`src/rtl/sw_input_conditioner_pkg.sv`:
```
// ---------------------------------------------------------------------------
// sw_input_conditioner_pkg
// Shared definitions for the slide-switch input conditioner:
//   - deb_state_e              : per-bit debounce FSM state encoding
//   - NB_DEBOUNCE_DEFAULT      : counter width for the 100 MHz board clock
//   - DEBOUNCE_CYCLES_DEFAULT  : 10 ms settle time at 100 MHz
// No ports (package).
// ---------------------------------------------------------------------------
package sw_input_conditioner_pkg;

  typedef enum logic {
    ST_IDLE   = 1'b0,
    ST_SETTLE = 1'b1
  } deb_state_e;

  localparam int NB_DEBOUNCE_DEFAULT     = 20;
  localparam int DEBOUNCE_CYCLES_DEFAULT = 1000000;

endpackage

```
`src/rtl/sw_input_conditioner_debounce_bit.sv`:
```
// ---------------------------------------------------------------------------
// sw_input_conditioner_debounce_bit
// One switch bit: 2-FF synchroniser, debounce FSM and settle counter.
// A new level must sit on the synchronised input for DEBOUNCE_CYCLES
// consecutive cycles before it is accepted as the stable level.
// Ports:
//   clock     in  system clock
//   reset_i   in  synchronous active-high reset
//   sw_i      in  raw asynchronous switch level
//   stable_o  out debounced level (registered)
//   rise_o    out one-cycle strobe, coincides with stable_o going 0->1
//   fall_o    out one-cycle strobe, coincides with stable_o going 1->0
//   change_o  out combinational: stable_o flips at the coming edge
// ---------------------------------------------------------------------------
module sw_input_conditioner_debounce_bit
  import sw_input_conditioner_pkg::*;
#(
  parameter int NB_DEBOUNCE     = NB_DEBOUNCE_DEFAULT,
  parameter int DEBOUNCE_CYCLES = DEBOUNCE_CYCLES_DEFAULT
) (
  input  logic clock,
  input  logic reset_i,
  input  logic sw_i,
  output logic stable_o,
  output logic rise_o,
  output logic fall_o,
  output logic change_o
);

  localparam logic [NB_DEBOUNCE-1:0] CNT_LAST = NB_DEBOUNCE'(DEBOUNCE_CYCLES - 1);

  logic                   sync1_q;
  logic                   sync2_q;
  logic                   stable_q;
  logic                   rise_q;
  logic                   fall_q;
  deb_state_e             state_q;
  logic [NB_DEBOUNCE-1:0] cnt_q;
  logic                   differs;

  assign differs = (sync2_q != stable_q);

  // Next-state decode of an acceptance, so the top can update its event
  // register in the same edge that the stable level and strobes change.
  assign change_o = (state_q == ST_SETTLE) && differs && (cnt_q == CNT_LAST);

  assign stable_o = stable_q;
  assign rise_o   = rise_q;
  assign fall_o   = fall_q;

  // Synchroniser, settle counter and FSM. The counter holds 1 on entry to
  // SETTLE, so reaching CNT_LAST with the level still differing means the
  // new level has been seen for DEBOUNCE_CYCLES consecutive cycles.
  always_ff @(posedge clock) begin
    if (reset_i) begin
      sync1_q  <= 1'b0;
      sync2_q  <= 1'b0;
      stable_q <= 1'b0;
      rise_q   <= 1'b0;
      fall_q   <= 1'b0;
      state_q  <= ST_IDLE;
      cnt_q    <= '0;
    end else begin
      sync1_q <= sw_i;
      sync2_q <= sync1_q;
      rise_q  <= 1'b0;
      fall_q  <= 1'b0;
      case (state_q)
        ST_IDLE: begin
          if (differs) begin
            state_q <= ST_SETTLE;
            cnt_q   <= NB_DEBOUNCE'(1);
          end
        end
        ST_SETTLE: begin
          if (!differs) begin
            state_q <= ST_IDLE;
            cnt_q   <= '0;
          end else if (cnt_q == CNT_LAST) begin
            stable_q <= sync2_q;
            rise_q   <= sync2_q;
            fall_q   <= ~sync2_q;
            state_q  <= ST_IDLE;
            cnt_q    <= '0;
          end else begin
            cnt_q <= cnt_q + 1'b1;
          end
        end
        default: begin
          state_q <= ST_IDLE;
          cnt_q   <= '0;
        end
      endcase
    end
  end

endmodule

```
`src/rtl/sw_input_conditioner.sv`:
```
// ---------------------------------------------------------------------------
// sw_input_conditioner
// Conditions the board slide switches: per-bit synchronise + debounce, with
// rise/fall strobes, and offers every accepted change as a snapshot over a
// valid/ack event handshake.
// Ports:
//   clock          in   system clock
//   i_reset        in   synchronous active-high reset
//   i_sw           in   raw asynchronous switch levels [NB_SW]
//   o_sw_stable    out  debounced switch levels [NB_SW]
//   o_sw_rise      out  1-cycle pulse per bit on accepted 0->1 [NB_SW]
//   o_sw_fall      out  1-cycle pulse per bit on accepted 1->0 [NB_SW]
//   o_evt_valid    out  change event pending
//   o_evt_data     out  snapshot of the stable bus for the pending event
//   i_evt_ack      in   consumer accepts the event (only meaningful when valid)
//   o_evt_overrun  out  sticky: a change replaced an un-acked event
// ---------------------------------------------------------------------------
module sw_input_conditioner
  import sw_input_conditioner_pkg::*;
#(
  parameter int NB_SW           = 4,
  parameter int NB_DEBOUNCE     = NB_DEBOUNCE_DEFAULT,
  parameter int DEBOUNCE_CYCLES = DEBOUNCE_CYCLES_DEFAULT
) (
  input  logic             clock,
  input  logic             i_reset,
  input  logic [NB_SW-1:0] i_sw,
  output logic [NB_SW-1:0] o_sw_stable,
  output logic [NB_SW-1:0] o_sw_rise,
  output logic [NB_SW-1:0] o_sw_fall,
  output logic             o_evt_valid,
  output logic [NB_SW-1:0] o_evt_data,
  input  logic             i_evt_ack,
  output logic             o_evt_overrun
);

  logic [NB_SW-1:0] bitChange;
  logic [NB_SW-1:0] stableNext;
  logic             upd;
  logic             evtValid_q;
  logic [NB_SW-1:0] evtData_q;
  logic             evtOverrun_q;

  for (genvar g = 0; g < NB_SW; g++) begin : gen_bit
    sw_input_conditioner_debounce_bit #(
      .NB_DEBOUNCE     (NB_DEBOUNCE),
      .DEBOUNCE_CYCLES (DEBOUNCE_CYCLES)
    ) u_bit (
      .clock    (clock),
      .reset_i  (i_reset),
      .sw_i     (i_sw[g]),
      .stable_o (o_sw_stable[g]),
      .rise_o   (o_sw_rise[g]),
      .fall_o   (o_sw_fall[g]),
      .change_o (bitChange[g])
    );
  end

  // An accepted change always flips the stable bit, so XOR gives the value
  // the stable bus takes at the coming edge.
  assign stableNext = o_sw_stable ^ bitChange;
  assign upd        = |bitChange;

  // Event handshake. A new change always loads the latest snapshot; it is
  // an overrun only if the previous event is still pending and not being
  // acked in this same cycle. Ack with nothing pending is ignored.
  always_ff @(posedge clock) begin
    if (i_reset) begin
      evtValid_q   <= 1'b0;
      evtData_q    <= '0;
      evtOverrun_q <= 1'b0;
    end else if (upd) begin
      evtValid_q <= 1'b1;
      evtData_q  <= stableNext;
      if (evtValid_q && !i_evt_ack) begin
        evtOverrun_q <= 1'b1;
      end
    end else if (evtValid_q && i_evt_ack) begin
      evtValid_q <= 1'b0;
    end
  end

  assign o_evt_valid   = evtValid_q;
  assign o_evt_data    = evtData_q;
  assign o_evt_overrun = evtOverrun_q;

endmodule

```
`config.mk`:
```
export PLATFORM = sky130hd
export DESIGN_NAME = sw_input_conditioner
export DESIGN_NICKNAME = d
export VERILOG_FILES = /design/src/rtl/sw_input_conditioner_pkg.sv /design/src/rtl/sw_input_conditioner_debounce_bit.sv /design/src/rtl/sw_input_conditioner.sv
export SDC_FILE = /design/constraint.sdc
export NUM_CORES = 1
export LEC_CHECK = 0
export BUFFER_PORTS_ARGS = -buffer_cell sky130_fd_sc_hd__clkbuf_2
export CAP_MARGIN = 25
export CORE_ASPECT_RATIO = 2
export CORE_MARGIN = 4
export CORE_UTILIZATION = 62
export CTS_CLUSTER_DIAMETER = 30
export DETAILED_ROUTE_END_ITERATION = 8
export PLACE_DENSITY_LB_ADDON = 0.08
export SYNTH_ARGS = -nofsm -noshare
export SYNTH_HDL_FRONTEND = slang
export SYNTH_SLANG_ARGS = --single-unit
```
`constraint.sdc`:
```
create_clock -name clock -period 2.1 [get_ports clock]
set_input_delay 0.42 -clock clock [delete_from_list [all_inputs] [get_ports clock]]
set_output_delay 0.42 -clock clock [all_outputs]
set_load 0.01 [all_outputs]
```
-- Yosys cells after proc, flatten, opt, wreduce, memory -nomap -nowiden
Cells that the tools add are included.
- $add $sub $neg: 4
- equal/unequal tests: 12
- muxes and demuxes: 34
- bitwise logic cells: 17
- reduce and logical (&&, ||, !) cells: 22
- operator list (cell ; number):
    20-bit 2-to-1 mux ; 12
    20-bit one-hot mux with 2 select lines ; 4
    20-bit by 1-bit adder with 20-bit output (second input constant) ; 4
    20-bit equality test (second input constant) ; 4
    4-bit OR reduction ; 5
    1-bit inverter ; 16
    1-bit 2-to-1 mux ; 14
    3-bit AND reduction ; 4
    1-bit logical AND ; 10
    2-bit by 1-bit != test with 1-bit output (second input constant) ; 4
    1-bit one-hot mux with 2 select lines ; 4
    1-bit != test ; 4
    4-bit bitwise XOR ; 1
    2-bit AND reduction ; 1
    2-bit nonzero test ; 1
    1-bit logical NOT ; 1
- bits in registers: 110
- input port bits: 7
- output and inout port bits: 18
- logic and storage cells: 120

-- Longest topological paths before layout
Gate-level depths: netlist of run 1.
- depth in word-level cells: 5
- gate-level depth with buffers: 8
- mapped depth without buffers: 6

-- Modules after synthesis
A second synthesis of run 1 with hierarchy kept.
- cell total of the unflattened synthesis: 621
- area, all modules: 5495.3 µm²
- modules (own cells, without submodules) (module ; instances ; cells each ; area an instance (µm²) ; sequential area each (µm²)):
    sw_input_conditioner_debounce_bit ; 4 ; 149 ; 1312.5 ; 520.5
    sw_input_conditioner ; 1 ; 25 ; 245.2 ; 120.1

-- Worst setup path after synthesis of run 1
OpenSTA, ideal clock, no wires.
- kind: register -> register
- from: register gen_bit[0].u_bit.cnt_q[0]
- to: register gen_bit[0].u_bit.cnt_q[18]
- setup time: 0.074 ns
- arrival: 1.777 ns
- required time: 2.026 ns
- path slack: 0.249 ns
- stages on the path, launching flop included: 7
- path buffers: 0
- clock period less this slack: 1.851 ns
- cells stage by stage: dfxtp_1 -> ha_1 -> and4_1 -> and2_2 -> a21o_1 -> or4_1 -> a31oi_1
- cells in the longest elaborated chain, start to end: 4
- ends and longest elaborated chain (what ; line ; RTL):
    from (decl) ; sw_input_conditioner_debounce_bit.sv:38 ; logic [NB_DEBOUNCE-1:0] cnt_q;
    from (signal assigned) ; sw_input_conditioner_debounce_bit.sv:86 ; cnt_q <= cnt_q + 1'b1;
    20-bit by 1-bit adder with 20-bit output / 20-bit equality test (equally long branches) ; sw_input_conditioner_debounce_bit.sv:86, sw_input_conditioner_debounce_bit.sv:79 ;
    20-bit 2-to-1 mux * ; sw_input_conditioner_debounce_bit.sv:79 ; end else if (cnt_q == CNT_LAST) begin
    20-bit 2-to-1 mux * ; sw_input_conditioner_debounce_bit.sv:76 ; if (!differs) begin
    20-bit one-hot mux with 2 select lines * ; sw_input_conditioner_debounce_bit.sv:68 ; case (state_q)
Mark *: on every way between the ends. The rest lies on a longest branch, timed or not.
A chain may end at the register's enable or synchronous reset.

-- Worst setup path after layout of run 1
- from: register gen_bit[1].u_bit.cnt_q[19]
- to: register gen_bit[1].u_bit.cnt_q[3]
- cells in the longest elaborated chain, start to end: 4
- ends and longest elaborated chain (what ; line):
    from (decl) ; sw_input_conditioner_debounce_bit.sv:38
    from (signal assigned) ; sw_input_conditioner_debounce_bit.sv:86
    20-bit equality test ; sw_input_conditioner_debounce_bit.sv:79
    20-bit 2-to-1 mux ; sw_input_conditioner_debounce_bit.sv:79
    20-bit 2-to-1 mux ; sw_input_conditioner_debounce_bit.sv:76
    20-bit one-hot mux with 2 select lines ; sw_input_conditioner_debounce_bit.sv:68
No other way between the ends.

==> results.md, run 1 <==
* Status: completed
* Final Cycle Share at 97.93%
* Top post-synthesis cells by count: 110 x dfxtp_1, 72 x nand2_1, 49 x a311oi_1
* Syn_nets at 664
* Sequential share of the synthesized area at 38.84%
* DPL Wire Length at 9.462 mm
* Vias in the first global route at 5,021
* Fin nets at 689
* Final Hold Fails at 0
* I/O pin count at 25
* Yosys cell types at 68
* Synth top area share at 38.84%
* RR Startpoint: gen_bit[1].u_bit.cnt_q[19]$_SDFFE_PP0P_
* Clock transition at path regs at 0.07 ns
* Layout cell share with drive strength beyond 1 at 19.03%
* Worst slew pin tran at 0.6010 ns
* Drt drc at 0
* GRT Resource Usage Total at 26.50%
* Gate Count Post-Synth at 653
* Die outline width at 75.62 um
* Initial antenna violation count at 0
* Final wirelength at 14.03 mm
* Fin crit period at 2.056 ns
* Gpl congestion at 0.9278
* CTS Buffer Depth at 2
* Number of enable flip-flop cells after synthesis at 0
* Iteration-0 DRC Markers at 471
* Worst setup EP type: flop
* Count leader, synth: dfxtp_1
* Dpl ws at 0.02403 ns
* Worst Skew at 0.008347 ns
* Final worst slack at 0.04354 ns
* Synth Register Bits at 110
* Internal at 3.221 mW
* Core Region at 8951 um^2
* Max-cap violation count at 0
* Die area at 10,830 um^2
* Cts bufs inserted at 9
* Reg power frac at 51.6%
* VDD IR max at 0.4651 mV
* Antenna diodes at 0
* GRT overflow at 0
* Final slew viol count at 0
* Crit path kind: flop to flop
* WL/cell at 17.87 um
* Vias at 5,338
* Cell taking the most area after synthesis: dfxtp_1
* Initial Utilization at 63.34%
* Final Util at 71.54%
* First-pass GRT wire length at 22.80 mm
* Combinational share of power at 3.3%
* Slew margin rel. at 59.56%
* Finish-stage setup viols at 0
* Largest fanout on the critical path at 9
* Hold depth at 2
* CTS Hold Bufs at 0
* Worst skew pair latency at 0.35 ns
* Hold Path End: gen_bit[3].u_bit.sync1_q$_SDFF_PP0_
* Clock sink count at 110
* Clk pwr share at 45.1%
* CP Data Arrival Time at 2.26 ns
* Detail Route Antenna Nets at 0
* Async SR Flop Fraction at 0%
* Switching share of power at 21.24%
* FF-to-FF path depth at 7
* Area contributors post-synth: dfxtp_1 39%, a311oi_1 7.6%, nand2_1 4.8%
* H-Tree Depth at 3
* Avg Inst Size Synth at 8.682 um^2
* Hold_sp: i_sw[3]
* CTS Root Cell: clkbuf_16
* CTS tree: built
* FP Rows at 49
* FF-to-FF setup slack at 0.04 ns
* CP required at 2.31 ns
* Via density at 6.800
* Synth warn at 0
* Max frequency at 486.3 MHz
* Startpoint types: flop
* Synthesized area at 5669 um^2
* NetSw at 868.7 uW
* Hold WC Path Type: input pin to flop
* Pin count of the biggest net entering global routing at 58
* RR Endpoint: gen_bit[1].u_bit.cnt_q[3]$_SDFFE_PP0P_
* I/O Buffers at 24
* Ys flop type: dfxtp_1
* Drt first pass iters at 5
* Die Span Y at 143.2 um
* Area growth syn-to-layout at 12.96%
* Power Density at 638.6 nW/um^2
* Leakage power at 2.084 nW
## state kept, by name (all words and copies together) (netlist names), 4 cells and up
signal,count
gen_bit.u_bit.cnt_q,80
gen_bit.u_bit.fall_o,4
gen_bit.u_bit.rise_o,4
gen_bit.u_bit.stable_o,4
gen_bit.u_bit.state_q,4
gen_bit.u_bit.sync1_q,4
gen_bit.u_bit.sync2_q,4
o_evt_data,4
## area by class of cell
class                   count  area (um^2)
inverters                   6        22.52
well taps                 102        127.6
fillers                   705         2547
flip-flops and latches    110         2210
multi-input cells         482         3192
clock inverters             5        81.33
clock buffers              11        242.7
repair buffers             69        528.0
## through the flow
| stage | power, mW | hold slack [ns] | setup TNS, ns | cell area (um^2) | instances |
|---|---|---|---|---|---|
| floorplan | 2.246 | 0.4138 | 0 | 5669 | 653 |
| global placement | 2.284 | 0.4211 | 0 | 5912 | 760 |
| detailed placement | 2.289 | 0.4303 | 0 | 5912 | 760 |
| CTS | 4.123 | 0.2747 | 0 | 6236 | 776 |
| global route | 4.223 | 0.2911 | -0.09420 | 6404 | 785 |
| finish | 4.089 | 0.2814 | 0 | 6404 | 785 |
## power by group through the flow
stage          Clock (mW)  Combinational (mW)  Sequential (mW)
3_3_place_gp            0               0.125             2.16
6_report             1.85               0.133             2.11
4_1_cts              1.88               0.130             2.11
3_5_place_dp            0               0.130             2.16
2_1_floorplan           0              0.0898             2.16
5_1_grt              1.96               0.146             2.11
## what timing repair did
action	4_1_cts	5_1_grt
setup endpoints to repair	0	52
buffers inserted	0	8
resized for setup	0	19
## cells by family after synthesis
kind of cell,after synthesis,share of synthesized area [%]
fa+ha+maj,4,0.8828
xor+xnor,4,0.8828
buf+inv,61,5.959
flops,110,38.84
compound gates,192,24.65
simple gates,278,28.07
mux,4,0.7063
## worst max-delay path by stage
stage	startpoint	end	slack, ns	depth (start not counted)
6_report	gen_bit[1].u_bit.cnt_q[19]$_SDFFE_PP0P_	gen_bit[1].u_bit.cnt_q[3]$_SDFFE_PP0P_	0.04	7
5_1_grt	gen_bit[2].u_bit.cnt_q[0]$_SDFFE_PP0P_	gen_bit[2].u_bit.cnt_q[10]$_SDFFE_PP0P_	-0.03	6
4_1_cts	gen_bit[1].u_bit.cnt_q[1]$_SDFFE_PP0P_	gen_bit[1].u_bit.cnt_q[13]$_SDFFE_PP0P_	0.004	7
3_5_place_dp	gen_bit[1].u_bit.cnt_q[1]$_SDFFE_PP0P_	gen_bit[1].u_bit.cnt_q[15]$_SDFFE_PP0P_	0.02	7
3_3_place_gp	gen_bit[1].u_bit.cnt_q[1]$_SDFFE_PP0P_	gen_bit[1].u_bit.cnt_q[15]$_SDFFE_PP0P_	0.06	7
2_1_floorplan	gen_bit[0].u_bit.cnt_q[0]$_SDFFE_PP0P_	gen_bit[0].u_bit.cnt_q[18]$_SDFFE_PP0P_	0.25	6
## layout by cell type, fill, tap and decap left out, types with 10 or more instances in the layout
cell,instances
a21oi_1,46
a311oi_1,49
a31oi_1,15
a41oi_1,18
and3_1,12
and4_1,11
buf_4,41
clkbuf_16,10
clkbuf_2,23
dfxtp_1,106
nand2_1,72
nand2b_1,14
nand3_1,29
nand4_1,18
nor2_1,28
nor3_1,19
nor4_1,11
o21ai_0,22
## critical path, stage by stage (launching register included)
cell and delay (ns):
dfxtp_1 0.38, or3b_1 0.43, nor4_4 0.28, buf_4 0.19, a21oi_4 0.11, buf_12 0.16
a41oi_1 0.27, a311oi_1 0.10
## metal layers
| metal | track usage, % | vias to the layer above | routed length, um |
|---|---|---|---|
| li1 | - | 2579 | - |
| met1 | 31.20 | 2555 | 5562 |
| met2 | 45.65 | 166 | 7457 |
| met3 | 3.030 | 38 | 537 |
| met4 | 13.55 | 0 | 468 |
| met5 | 0 | - | 0 |
No activity file was read; power rests on OpenSTA's default activity.
==> run 2, diff against run 1 <==
- ABC_AREA: default -> 1
==> run 2 against run 1 <==
  * Non-clock buffer count decreased by 36
  * Hold slack got worse by 0.014 ns
  * Final cell count increased by 39%
  * Largest power group unchanged
  * Critical endpoint is now gen_bit[3].u_bit.cnt_q[16]$_SDFFE_PP0P_
  * Global-route usage decreased by 1.4 points
  * Synthesized area increased by 9.0%
  * Critical path depth increased by 3
  * Clock skew decreased by 0.0011 ns
  * Sequential cell count unchanged
  * Highest routed layer unchanged
  * Via count increased by 11%
  * Synthesized cell count increased by 45%
==> results.md, run 2 <==
* Largest register by flop count: gen_bit.u_bit.cnt_q
* Core Region at 9763 um^2 (+9.1%)
* GRT overflow at 0 (unchanged)
* FP Rows at 51 (+4.1%)
* Max FFs per register at 80 (unchanged)
* First-pass GRT wire length at 24.31 mm (+6.6%)
* Most Used Layer, Global Route: met2
* Fin Setup TNS at 0 ns (unchanged)
* CP cell instances: ha_1 -> nand3_2 -> nor2_4 -> inv_2 -> nor2_4 -> a21boi_4 -> nand2_1 -> nand3_1 -> nand3_1 -> inv_1
* CTS tree: built
* Yosys cell types at 41 (-40%)
* CTS Hold Bufs at 0 (unchanged)
* Max-cap violation count at 0 (unchanged)
* RSZ-0062 raised after global routing: false
* Hold_sp: i_sw[0]
* M3 GR Usage at 3.990% (+0.96 points)
* FF/Latch Area at 2202 um^2 (-0.34%)
* Hold WC Path Type: input pin to flop
* Cells resized by post-CTS repair at 0 (unchanged)
* Via density at 5.427 (-20%)
* Cell taking the most area after synthesis: dfxtp_1
* Max frequency at 545.8 MHz (+12%)
* Antenna diodes at 0 (unchanged)
* Slew margin rel. at 63.30% (+3.7 points)
* NetSw at 871.3 uW (+0.30%)
* CP Data Arrival Time at 2.12 ns (-0.14 ns)
* Area growth syn-to-layout at 6.684%
* H-Tree Depth at 3 (unchanged)
* Reg power frac at 55.0% (+3.4 points)
* Synthesized area at 6177 um^2 (+9.0%)
* WL/cell at 12.61 um (-29%)
* Sequential share of the synthesized area at 35.65% (-3.2 points)
* Post-CTS setup buffers at 0 (unchanged)
* Area contributors post-synth: dfxtp_1 36%, nand2_1 17%, inv_1 6.7%
* Synth Area in Compound Gates at 13.33% (-11 points)
* Power Density at 582.3 nW/um^2 (-8.8%)
* M1 GR Usage at 26.64% (-4.6 points)
* Simple-Gate Fraction of Synth Area at 37.90% (+9.8 points)
* Iteration-0 DRC Markers at 333 (-29%)
* Multi-input gate area at 3284 um^2 (+2.9%)
* VDD IR max at 0.5162 mV (+11%)
* Fin crit period at 1.832 ns (-0.2242 ns)
* Status: completed
* Drt first pass iters at 5 (unchanged)
* RR Startpoint: gen_bit[3].u_bit.cnt_q[0]$_SDFFE_PP0P_
* Clk pwr share at 41.7% (-3.4 points)
* Commonest non-fill, non-tap cell in the layout: nand2_1
* Clock transition at path regs at 0.07 ns (about the same)
* Final Util at 67.50% (-4.0 points)
* Worst slew pin tran at 0.5491 ns (-0.05195 ns)
* Avg Inst Size Synth at 6.537 um^2 (-25%)
* Crit path kind: flop to flop
* Clock sink count at 110 (unchanged)
* Fin nets at 965 (+40%)
* Final Cycle Share at 87.25% (-11 points)
* Ys flop type: dfxtp_1
* Top post-synthesis cells by count: 284 x nand2_1, 111 x inv_1, 110 x dfxtp_1
* Initial Utilization at 63.27% (-0.065 points)
* Dpl cells at 1,075 (+41%)
* Worst Skew at 0.007225 ns (-0.001122 ns)
* Synth Area in XOR/XNOR at 1.134% (+0.25 points)
* Switching share of power at 22.70% (+1.5 points)
* Met2 Use GR at 46.00% (+0.35 points)
* Finish-stage setup viols at 0 (unchanged)
* Die outline width at 78.58 um (+3.9%)
* Die area at 11,720 um^2 (+8.2%)
* Largest fanout on the critical path at 19 (+10)
* Worst skew pair latency at 0.35 ns (about the same)
* Synth warn at 0 (unchanged)
* Initial antenna violation count at 0 (unchanged)
* Final slew viol count at 0 (unchanged)
* GRT Resource Usage Total at 25.13% (-1.4 points)
* CP max stage delay at 0.46 ns (+0.03 ns)
* Internal at 2.966 mW (-7.9%)
* Final Hold Fails at 0 (unchanged)
* Vias in the first global route at 5,888 (+17%)
* I/O Buffers at 24 (unchanged)
* Pin count of the biggest net entering global routing at 47 (-19%)
* Cts bufs inserted at 9 (unchanged)
* Fin cells at 1,091 (+39%)
* I/O pin count at 25 (unchanged)
* Post-synthesis mux area share at 0% (-0.71 points)
* Drt drc at 0 (unchanged)
* Combinational share of power at 3.4% (about the same)
* Leakage power at 2.490 nW (+19%)
* Commonest cells after routing, fill and taps aside: 284 x nand2_1, 111 x inv_1, 110 x dfxtp_1, 90 x nor2_1, 76 x a21oi_1
* Gate Count Post-Synth at 945 (+45%)
* Detail Route Antenna Nets at 0 (unchanged)
* CTS Root Cell: clkbuf_16
* Die Span Y at 149.2 um (+4.1%)
* Async SR Flop Fraction at 0% (unchanged)
* Vias at 5,921 (+11%)
* Count leader, synth: nand2_1
* CTS Buffer Depth at 2 (unchanged)
* Synth Area in Adders at 0.8102% (-0.073 points)
* Final wirelength at 13.76 mm (-1.9%)
* Fillcell total at 852 (+21%)
* Number of enable flip-flop cells after synthesis at 0 (unchanged)
* Startpoint types: flop
* Synth Register Bits at 110 (unchanged)
* Layout cell share with drive strength beyond 1 at 11.99% (-7.0 points)
* Crit path max-delay cell type: a21boi_4
* Critical Path Start: gen_bit[3].u_bit.cnt_q[0]$_SDFFE_PP0P_
* CP required at 2.39 ns (+0.08 ns)
* Gpl congestion at 0.9152 (-1.4%)
* Pwr Total at 3.837 mW (-6.2%)
* DPL Wire Length at 10.00 mm (+5.7%)
* Synth top area share at 35.65% (-3.2 points)
* Worst setup EP type: flop
* Syn_nets at 956 (+44%)
* Largest family of logic cells by synthesized area: simple AND/OR/NAND/NOR gates
-- run 2: changes by cell type after synthesis, sizes merged, moves of 18 or more --
cell	delta
nand2	+218
a311oi	-49
nor2	+81
nand3	+40
o21ai	+19
a21oi	+29
a41oi	-18
inv	+117
-- run 2: cell families after synthesis --
family / Yosys count
simple gates: 520
buf+inv: 158
compound gates: 145
flops: 110
xor+xnor: 8
fa+ha+maj: 4
-- run 2: path summary, 6_finish.rpt --
path                                                  end  slack (ns)  depth (start not counted)
hold reg to reg       gen_bit[0].u_bit.sync2_q$_SDFF_PP0_        0.41                          2
setup / recovery  gen_bit[3].u_bit.cnt_q[16]$_SDFFE_PP0P_        0.27                         10
hold / removal        gen_bit[0].u_bit.sync1_q$_SDFF_PP0_        0.27                          3
setup reg to reg  gen_bit[3].u_bit.cnt_q[16]$_SDFFE_PP0P_        0.27                         10
-- run 2: power groups by stage --
| stage | Sequential (mW) | Clock (mW) | Combinational [mW] |
|---|---|---|---|
| after floorplan | 2.15 | 0 | 0.0879 |
| after global placement | 2.16 | 0 | 0.126 |
| after detailed placement | 2.16 | 0 | 0.128 |
| after CTS | 2.11 | 1.64 | 0.129 |
| after global routing | 2.11 | 1.72 | 0.143 |
| final | 2.11 | 1.60 | 0.130 |
-- run 2: final cells by class --
cell class                      count  share of cell area (%)
Inverter                          123                   7.006
Multi-Input combinational cell    677                   49.84
Clock buffer                       10                   3.626
Sequential cell                   110                   33.42
Tap cell                          132                   2.506
Clock inverter                      6                  0.5696
Timing Repair Buffer               33                   3.038
-- run 2: metrics by stage --
step	setup slack, ns	hold WS, ns	instance area (um^2)
6_report	0.2678	0.2671	6590
4_1_cts	0.2547	0.2580	6590
3_5_place_dp	0.2796	0.4005	6314
2_1_floorplan	0.5592	0.3883	6177
5_1_grt	0.1185	0.2689	6590
3_3_place_gp	0.4069	0.3953	6314
-- run 2: per-layer routing --
metal | up-vias | wire length [um]
met5 | - | 0
met4 | 0 | 522
met3 | 46 | 468
met2 | 149 | 7145
met1 | 2698 | 5621
li1 | 3028 | -
-- run 2: critical path, delay by kind of cell, from the launching register on --
kind	cells	cell delay [ns]
buffers and inverters	2	0.14
flip-flops	1	0.35
AO/OA/AOI/OAI	1	0.46
adder cells (fa/ha/maj)	1	0.25
AND/OR/NAND/NOR	6	0.57
==> run 3, diff against run 2 <==
- REMOVE_ABC_BUFFERS: default -> 1
==> run 3 against run 2 <==
  * Setup slack worse by 0.0035 ns
  * Final area unchanged
  * Combinational power down 3%
  * Die area unchanged
  * Non-clock buffer count down 1
  * Sequential share of layout area unchanged
  * Fmax down 0.19%
  * First-iteration DRC count up 6.0%
  * Via count down 2.0%
  * Routed wire length down 0.53%
  * Final cell count about the same
  * Critical path type unchanged
  * Largest power group unchanged
==> results.md, run 3 (synthesis results as in run 2) <==
* NetSw at 900.8 uW (+3.4%)
* Final wirelength at 13.68 mm (-0.53%)
* Via density at 5.323 (-1.9%)
* I/O pin count at 25 (unchanged)
* Final Util at 67.50% (unchanged)
* Die area at 11,720 um^2 (unchanged)
* Worst Skew at 0.009487 ns (+0.002262 ns)
* Max-cap violation count at 0 (unchanged)
* Vias at 5,802 (-2.0%)
* RR Startpoint: gen_bit[2].u_bit.cnt_q[0]$_SDFFE_PP0P_
* Final Hold Fails at 0 (unchanged)
* RSZ-0062 raised after global routing: false
* Met2 WL at 7.566 mm (+5.9%)
* Commonest non-fill, non-tap cell in the layout: nand2_1
* Drt drc at 0 (unchanged)
* Initial antenna violation count at 0 (unchanged)
* Switching share of power at 23.23% (+0.52 points)
* Gpl congestion at 0.9351 (+2.2%)
* First-pass GRT wire length at 23.64 mm (-2.8%)
* Iteration-0 DRC Markers at 353 (+6.0%)
* WL met3 at 433 um (-7.5%)
* Core Region at 9763 um^2 (unchanged)
* Final Cycle Share at 87.41% (+0.16 points)
* Internal at 2.978 mW (+0.39%)
* Cells resized by post-CTS repair at 0 (unchanged)
* Antenna diodes at 0 (unchanged)
* VDD IR max at 0.5452 mV (+5.6%)
* FP Rows at 51 (unchanged)
* Met1 WL at 5.476 mm (-2.6%)
* CTS Buffer Depth at 2 (unchanged)
* Worst slew pin tran at 0.5424 ns (-0.006703 ns)
* Commonest cells after routing, fill and taps aside: 284 x nand2_1, 111 x inv_1, 110 x dfxtp_1, 90 x nor2_1, 76 x a21oi_1
* DPL Wire Length at 9.892 mm (-1.1%)
* Top routing layer used: met4
* Largest fanout on the critical path at 19 (unchanged)
* Crit path kind: flop to flop
* Fin crit period at 1.836 ns (+0.003452 ns)
* Final slew viol count at 0 (unchanged)
* Die outline width at 78.58 um (unchanged)
* Fin Setup TNS at 0 ns (unchanged)
* Hold_sp: i_sw[2]
* Clock transition at path regs at 0.07 ns (about the same)
* Cts bufs inserted at 9 (unchanged)
* Initial Utilization at 63.27% (unchanged)
* Clk pwr share at 42.4% (+0.7 points)
* CTS Hold Bufs at 0 (unchanged)
* Startpoint types: flop
* Cell area after layout at 6590 um^2 (unchanged)
* Slew margin rel. at 63.75% (+0.45 points)
* CTS Root Cell: clkbuf_16
* Layout cell share with drive strength beyond 1 at 11.90% (-0.092 points)
* Fin cells at 1,090 (-0.092%)
* Post-CTS setup buffers at 0 (unchanged)
* Status: completed
* Largest register by flop count: gen_bit.u_bit.cnt_q
* Max frequency at 544.8 MHz (-0.19%)
* Clock sink count at 110 (unchanged)
* CP required at 2.38 ns (about the same)
* Pwr Total at 3.879 mW (+1.1%)
* Final worst slack at 0.2643 ns (-0.003452 ns)
* Die Span Y at 149.2 um (unchanged)
* Area growth syn-to-layout at 6.684% (unchanged)
* Worst setup EP type: flop
* Vias in the first global route at 5,608 (-4.8%)
* Finish-stage setup viols at 0 (unchanged)
* Dpl ws at 0.2900 ns (+0.01039 ns)
* Leakage power at 2.486 nW (-0.14%)
* Pin count of the biggest net entering global routing at 63 (+34%)
* Detail Route Antenna Nets at 0 (unchanged)
* Final hold slack at 0.2601 ns (-0.006985 ns)
* Combinational share of power at 3.3% (about the same)
* H-Tree Depth at 3 (unchanged)
* WL/cell at 12.55 um (-0.44%)
* Drt first pass iters at 5 (unchanged)
* GRT overflow at 0 (unchanged)
* I/O Buffers at 24 (unchanged)
* Reg power frac at 54.4% (-0.6 points)
* Power Density at 588.5 nW/um^2 (+1.1%)
* Fin nets at 964 (-0.10%)
* Max FFs per register at 80 (unchanged)
* Placed cell areas at 6306 um^2 (-0.12%)
* CTS tree: built
* CP Data Arrival Time at 2.11 ns (about the same)
* GRT Resource Usage Total at 24.42% (-0.71 points)
* Dpl cells at 1,074 (-0.093%)
* Critical Path Start: gen_bit[2].u_bit.cnt_q[0]$_SDFFE_PP0P_
* Hold WC Path Type: input pin to flop
* Worst skew pair latency at 0.35 ns (about the same)
run 3: changes by cell type in the layout (fill, tap and decap cells not counted), sizes merged:
cell    previous run  this run
clkinv             3         1
inv              123       125
buf                9         8
run 3: layout make-up:
type | instances | area (um^2)
Multi-Input combinational cell | 677 | 3284
Fill cell | 896 | 3173
Sequential cell | 110 | 2202
Inverter | 123 | 461.7
Clock buffer | 10 | 239.0
Timing Repair Buffer | 32 | 192.7
Tap cell | 132 | 165.2
Clock inverter | 6 | 45.04
run 3: path summary, 6_finish.rpt:
kind | to | slack [ns] | cells past startpoint
hold reg to reg | gen_bit[1].u_bit.sync2_q$_SDFF_PP0_ | 0.40 | 2
hold / removal | gen_bit[2].u_bit.sync1_q$_SDFF_PP0_ | 0.26 | 3
setup / recovery | gen_bit[2].u_bit.cnt_q[18]$_SDFFE_PP0P_ | 0.26 | 8
setup reg to reg | gen_bit[2].u_bit.cnt_q[18]$_SDFFE_PP0P_ | 0.26 | 8
run 3: worst max-delay path, stage by stage, from the launching register on:
cell      delay (ns)
dfxtp_1         0.34
ha_1            0.21
nand2_1         0.11
nor2_1          0.05
nand2_1         0.15
nor2_4          0.09
a21boi_4        0.47
o21ai_0         0.19
a31oi_1         0.16
run 3: power by group through the flow:
stage | clock [mW] | combinational [mW] | sequential, mW
3_5_place_dp | 0 | 0.127 | 2.16
4_1_cts | 1.67 | 0.127 | 2.11
3_3_place_gp | 0 | 0.124 | 2.16
2_1_floorplan | 0 | 0.0632 | 2.15
5_1_grt | 1.76 | 0.140 | 2.11
6_report | 1.64 | 0.126 | 2.11
run 3: routing by layer:
metal	vias to the layer above	global-route usage, %
met5	-	0
met4	0	8.406
met3	16	3.688
met2	108	48.08
met1	2655	25.34
li1	3023	-
